`src/rtl/imem_loader.sv`:
```
// -----------------------------------------------------------------------------
// imem_loader
//
// Writer side of the byte-wide, little-endian instruction memory. Program
// words arrive 32 bits at a time over a valid/ready stream and are committed
// to the memory as four consecutive byte writes (byte 0 = in_data[7:0] at the
// lowest address). While an image is being loaded the RISC-V core is held in
// reset; the hold is released only once the word flagged in_last has been
// fully written (or dropped for lack of capacity).
//
// Ports
//   clk           rising-edge clock
//   rst_n         asynchronous active-low reset
//   start         pulse: begin a load session (ignored while a session is busy)
//   in_valid      in_data / in_last are valid
//   in_data       32-bit program word, byte 0 = in_data[7:0]
//   in_last       marks the final word of the image
//   in_ready      loader can accept a word this cycle
//   mem_we        byte write enable to imem
//   mem_addr      byte address of the write
//   mem_wdata     byte to write
//   busy          a session is in progress (WAIT or WRITE)
//   done          image loaded; level, cleared by the next accepted start
//   overflow      sticky per session: a word was dropped for capacity
//   word_count    words committed in the current session
//   cpu_rst_hold  1 = keep the core in reset (every state except DONE)
//   fsm_state     current FSM state, for observation only
//
// Stream handshake: a word transfers on a rising clock edge where in_valid
// and in_ready are both 1. in_ready is a registered output that is 1 only in
// WAIT, so it never depends combinationally on in_valid; the source must hold
// in_data/in_last stable while in_valid is 1 and in_ready is 0.
//
// Every output is a register. mem_we/mem_addr/mem_wdata are loaded from
// internal state on the edge that enters or advances WRITE, so there is no
// combinational path from the in_* inputs to the memory port, and the first
// byte write appears in the cycle right after the handshake edge. Outside
// WRITE mem_addr/mem_wdata keep the last byte written.
// -----------------------------------------------------------------------------
module imem_loader #(
    parameter int ADDR_WIDTH = 16,
    parameter int BASE_ADDR  = 0,
    parameter int MAX_WORDS  = 2 ** (ADDR_WIDTH - 2)
) (
    input  logic                  clk,
    input  logic                  rst_n,
    input  logic                  start,
    input  logic                  in_valid,
    input  logic [31:0]           in_data,
    input  logic                  in_last,
    output logic                  in_ready,
    output logic                  mem_we,
    output logic [ADDR_WIDTH-1:0] mem_addr,
    output logic [7:0]            mem_wdata,
    output logic                  busy,
    output logic                  done,
    output logic                  overflow,
    output logic [ADDR_WIDTH-2:0] word_count,
    output logic                  cpu_rst_hold,
    output logic [1:0]            fsm_state
);

    localparam logic [ADDR_WIDTH-1:0] BASE     = ADDR_WIDTH'(BASE_ADDR);
    localparam logic [ADDR_WIDTH-2:0] CAPACITY = (ADDR_WIDTH - 1)'(MAX_WORDS);
    localparam logic [ADDR_WIDTH-1:0] WORD_INC = ADDR_WIDTH'(4);
    localparam logic [ADDR_WIDTH-2:0] CNT_ONE  = (ADDR_WIDTH - 1)'(1);

    typedef enum logic [1:0] {
        S_IDLE  = 2'd0,
        S_WAIT  = 2'd1,
        S_WRITE = 2'd2,
        S_DONE  = 2'd3
    } state_t;

    state_t                  state;
    logic [1:0]              byte_idx;   // byte of word_buf currently on the memory port
    logic [ADDR_WIDTH-1:0]   word_addr;  // byte address of the word being written
    logic [31:0]             word_buf;   // word captured at the handshake
    logic                    last_q;     // captured in_last of that word
    logic [1:0]              next_idx;

    assign next_idx  = byte_idx + 2'd1;
    assign fsm_state = state;

    always_ff @(posedge clk or negedge rst_n) begin
        if (!rst_n) begin
            state        <= S_IDLE;
            byte_idx     <= 2'd0;
            word_addr    <= BASE;
            word_buf     <= 32'd0;
            last_q       <= 1'b0;
            in_ready     <= 1'b0;
            mem_we       <= 1'b0;
            mem_addr     <= '0;
            mem_wdata    <= 8'd0;
            busy         <= 1'b0;
            done         <= 1'b0;
            overflow     <= 1'b0;
            word_count   <= '0;
            cpu_rst_hold <= 1'b1;
        end else begin
            case (state)
                // IDLE and DONE both wait for start; DONE additionally has to
                // drop done and re-hold the core, which is harmless from IDLE.
                S_IDLE, S_DONE: begin
                    if (start) begin
                        state        <= S_WAIT;
                        word_addr    <= BASE;
                        word_count   <= '0;
                        overflow     <= 1'b0;
                        done         <= 1'b0;
                        cpu_rst_hold <= 1'b1;
                        busy         <= 1'b1;
                        in_ready     <= 1'b1;
                    end
                end

                S_WAIT: begin
                    if (in_valid) begin
                        if (word_count == CAPACITY) begin
                            // Memory is full: the word is accepted off the
                            // stream so the source never stalls, but dropped.
                            overflow <= 1'b1;
                            if (in_last) begin
                                state        <= S_DONE;
                                in_ready     <= 1'b0;
                                busy         <= 1'b0;
                                done         <= 1'b1;
                                cpu_rst_hold <= 1'b0;
                            end
                        end else begin
                            word_buf  <= in_data;
                            last_q    <= in_last;
                            byte_idx  <= 2'd0;
                            state     <= S_WRITE;
                            in_ready  <= 1'b0;
                            // Byte 0 goes out in the very next cycle.
                            mem_we    <= 1'b1;
                            mem_addr  <= word_addr;
                            mem_wdata <= in_data[7:0];
                        end
                    end
                end

                S_WRITE: begin
                    if (byte_idx == 2'd3) begin
                        mem_we     <= 1'b0;
                        word_addr  <= word_addr + WORD_INC;
                        word_count <= word_count + CNT_ONE;
                        if (last_q) begin
                            state        <= S_DONE;
                            busy         <= 1'b0;
                            done         <= 1'b1;
                            cpu_rst_hold <= 1'b0;
                        end else begin
                            state    <= S_WAIT;
                            in_ready <= 1'b1;
                        end
                    end else begin
                        byte_idx  <= next_idx;
                        mem_addr  <= word_addr + ADDR_WIDTH'(next_idx);
                        mem_wdata <= word_buf[{next_idx, 3'b000} +: 8];
                    end
                end

                default: state <= S_IDLE;
            endcase
        end
    end

endmodule
```
`config.mk`:
```
export PLATFORM = sky130hd
export DESIGN_NAME = imem_loader
export DESIGN_NICKNAME = d
export VERILOG_FILES = /design/src/rtl/imem_loader.sv
export SDC_FILE = /design/constraint.sdc
export NUM_CORES = 1
export LEC_CHECK = 0
export BUFFER_PORTS_ARGS = -buffer_cell sky130_fd_sc_hd__buf_2
export CAP_MARGIN = 10
export CORE_UTILIZATION = 58
export CTS_BUF_LIST = sky130_fd_sc_hd__clkbuf_2 sky130_fd_sc_hd__clkbuf_4 sky130_fd_sc_hd__clkbuf_8
export CTS_CLUSTER_DIAMETER = 120
export CTS_CLUSTER_SIZE = 16
export DETAILED_ROUTE_END_ITERATION = 7
export GPL_TIMING_DRIVEN = 0
export PLACE_DENSITY = 0.9
export SLEW_MARGIN = 20
export SYNTH_ARGS = -nofsm -noshare
export SYNTH_HDL_FRONTEND = slang
export SYNTH_SLANG_ARGS = --single-unit
export TNS_END_PERCENT = 5
```
`constraint.sdc`:
```
create_clock -name clk -period 2.4 [get_ports clk]
set_input_delay 0.12 -clock clk [delete_from_list [all_inputs] [get_ports clk]]
set_output_delay 0.12 -clock clk [all_outputs]
set_load 0.05 [all_outputs]
```
==> metrics.md <==
| Metric | Value |
|---|---|
| Run status | `finished clean` |
| Clk_lat worst skew | `0.37 ns` |
| Fraction of registers with async set/reset | `1.00` |
| Arr. time, crit path | `2.56 ns` |
| P_leak | `0.00277 µW` |
| Post-synth EDFFs | `0` |
| Hpwl dp | `8190 µm` |
| Initial antenna violation count | `0` |
| Nets | `595` |
| Hold path depth | `2` |
| Syn Area/Cell | `11.6 µm²` |
| Drt total wl | `12000 µm` |
| Core ar. | `0.00826 mm²` |
| Start of the worst register-to-register path | `fsm_state[1]` |
| CP most frequent cell | `buf_2` |
| Layout area overhead | `21.6%` |
| Worst R2R Path Depth | `9` |
| Number of CTS-inserted buffers | `9` |
| Drt first pass iters | `5` |
| Seq/Total Area, Yosys | `0.482` |
| H-tree Lvls | `3` |
| Top-level I/O count | `84` |
| Buffers and inverters on the worst path | `4` |
| Most instantiated library cell after synthesis | `dfrtp_1` |
| # fillers | `555` |
| RSZ-0062 raised after global routing | `no` |
| PortBufs | `83` |
| Post-synth top flop | `dfrtp_1` |
| Tcrit/Tclk final | `0.962` |
| Met1 Use GR | `0.354` |
| Most common library cells after synthesis | `95 x dfrtp_1, 69 x mux2_2, 32 x nand2_1` |
| Placer congestion estimate | `0.897` |
| Die Y-Extent | `94.7 µm` |
| Clk_skew | `0.0175 ns` |
| Final hold vios | `0` |
| P per Cell Area | `998 mW/mm²` |
| Leading area contributor after synthesis | `dfrtp_1` |
| Critical path class | `reg2reg` |
| Synthesized area | `0.00499 mm²` |
| Starting Density | `0.604` |
| Synth top area share | `0.477` |
| Crit path max-delay family | `buffers and inverters` |
| Top post-synthesis cells by area | `dfrtp_1 48%, mux2_2 16%, mux4_2 3.6%` |
| Vias per inst | `6.13` |
| Critical path required time | `2.65 ns` |
| Yosys warning total | `0` |
| Finished Core Util | `0.735` |
| CTS Sinks | `96` |
| Met2 Use GR | `0.495` |
| CP cell instances | `inv_1 -> ha_1 -> buf_2 -> nor3b_1 -> and4_4 -> or3_1 -> buf_2 -> buf_6 -> mux2_2` |
| Transition time of the tightest slew-check pin | `0.590 ns` |
| First-pass GRT wire length | `19700 µm` |
| Peak Freq | `0.433 GHz` |
| DRT iter0 DRCs | `326` |
| Reg area | `0.00241 mm²` |
| Largest net degree at the start of global routing | `70` |
| Remaining global-route overflow | `0` |
| Setup slack, reg-to-reg | `0.09 ns` |
| Layout cells sized above 1 | `0.378` |
| Top Usage Layer GRT | `met2` |
| Die Footprint | `0.00898 mm²` |
| Net Count, Synth | `474` |
| CP Max Fanout | `10` |
| Vias after detailed routing | `4051` |
| Die X-Extent | `94.7 µm` |
| Final ANT Viol Nets | `0` |
| Setup slack after layout | `0.0907 ns` |
| Synthesized flop and latch total | `96` |
| Maxcap violations | `0` |
| Fin. max-slew vios | `0` |
| Antenna diodes | `0` |
| TritonCTS clock tree | `done` |
| Final Power | `6050 µW` |
| Setup crit end kind | `flop` |
| Worst setup SP type | `flop` |
| Clk buf depth | `2` |
| Min Tclk post-route | `2.31 ns` |
| Placement Rows | `33` |
| WHS Endpoint | `word_buf[7]` |
| WL/cell | `18.1 µm` |
| Worst VDD drop | `0.674 mV` |
| Worst path max stage delay | `0.44 ns` |
| R2r endpoint | `mem_wdata[5]` |
| Multi-input gate area | `0.00243 mm²` |
| Final setup fails | `0` |
| Hold Crit Start | `in_data[7]` |
| # DRC | `0` |
| Pre-CTS WS | `-0.102 ns` |
| CTS root buf | `clkbuf_8` |
| Yosys cell types | `56` |
| Vias in the first global route | `4075` |
| Syn Inst Count | `430` |
| Slew headroom | `0.603` |
| Final Cell Area | `0.00607 mm²` |
| Met3 Use GR | `0.0733` |
| CP max stage cell | `dfrtp_2` |
| Post-placement cell area | `0.00557 mm²` |
| GRT Overall Usage | `0.288` |
| Min-delay worst type | `in2reg` |
| Reg clk slew, reported paths | `0.09 ns` |
## worst max-delay path by stage
stage	from	end	slack (ns)	cells after the start
final	fsm_state[1]	mem_wdata[5]	0.09	9
after global routing	fsm_state[1]	mem_addr[14]	0.007	9
after CTS	fsm_state[0]	word_count[4]	0.03	8
after detailed placement	fsm_state[0]	word_count[13]	-0.10	8
after global placement	fsm_state[0]	word_count[13]	-0.04	8
after floorplan	word_count[0]	mem_addr[12]	0.04	8
## state kept, by name, indices dropped and copies added (netlist names)
signal	cells
done	1
busy	1
in_ready	1
last_q	1
byte_idx	2
overflow	1
cpu_rst_hold	1
mem_we	1
word_buf	32
fsm_state	2
mem_wdata	8
mem_addr	16
word_addr	14
word_count	15
## cell usage in the layout, fill, tap and decap left out, drive strengths merged, types with 2 or more instances in the layout
cell         netlist  final
ha                 7      7
mux4               8      8
dlygate4sd3        0     26
and3               4      4
o31ai              8      8
nand2             32     32
and4               5      5
or3                4      4
xnor2              4      4
nor4               7      7
o21ai             17     17
a21oi             17     17
clkinvlp           0      2
mux2i              7      7
mux2              71     71
nor4b              2      2
nor3               7      7
a221o              2      2
or4                7      7
dfrtp             95     95
a22o               3      3
buf               14     98
nor2              15     15
nand2b             3      3
nor2b              9      9
xor2               5      5
and2               3      3
clkbuf            11     20
nand3             23     23
a22oi              2      2
inv               10     14
nand4             10     10
## cell type report
class                      instances  area share
tap                              105      0.0217
buffer                            25      0.0239
timing repair buffer             110       0.117
multi-input combinational        299       0.400
clock buffer                       9      0.0204
clock inverter                     7      0.0140
sequential                        96       0.397
inverter                          10     0.00619
## cells by family after synthesis
kind of cell,Yosys count,synth area share
muxes,86,0.210
xor gates and xnor gates,9,0.0158
other,1,0.000752
AOI/OAI and AO/OA,61,0.0825
buffers and inverters,35,0.0356
adders and majority gates,7,0.0176
DFF,96,0.482
and+or+nand+nor,135,0.156
## stage by stage
| step | hold slack (ns) | std cells | setup TNS, ns |
|---|---|---|---|
| floorplan | -0.176 | 430 | 0 |
| global placement | 0.352 | 618 | -0.0480 |
| detailed placement | 0.00883 | 619 | -0.134 |
| CTS | 0.00175 | 660 | 0 |
| global route | 0.00328 | 661 | 0 |
| finish | 0.0130 | 661 | 0 |
## what timing repair did
action	4_1_cts	5_1_grt
setup buffers	0	0
setup endpoints to repair	4	37
hold endpoints to repair	119	1
hold buffers	25	1
gates resized for setup	1	11
pin swaps	0	0
## where the power goes
part	leakage (µW)	switching (µW)	total, µW	internal, µW
clock network	0.000100	613	1120	504
registers	0.00123	253	2310	2050
logic	0.00144	1530	2630	1100
## layer usage
metal | share of wire | vias up
met5 | 0 | -
met2 | 0.51 | 192
met4 | 0.021 | 0
met1 | 0.39 | 1991
li1 | - | 1827
met3 | 0.074 | 41
Power figures use the tool's default switching activity.
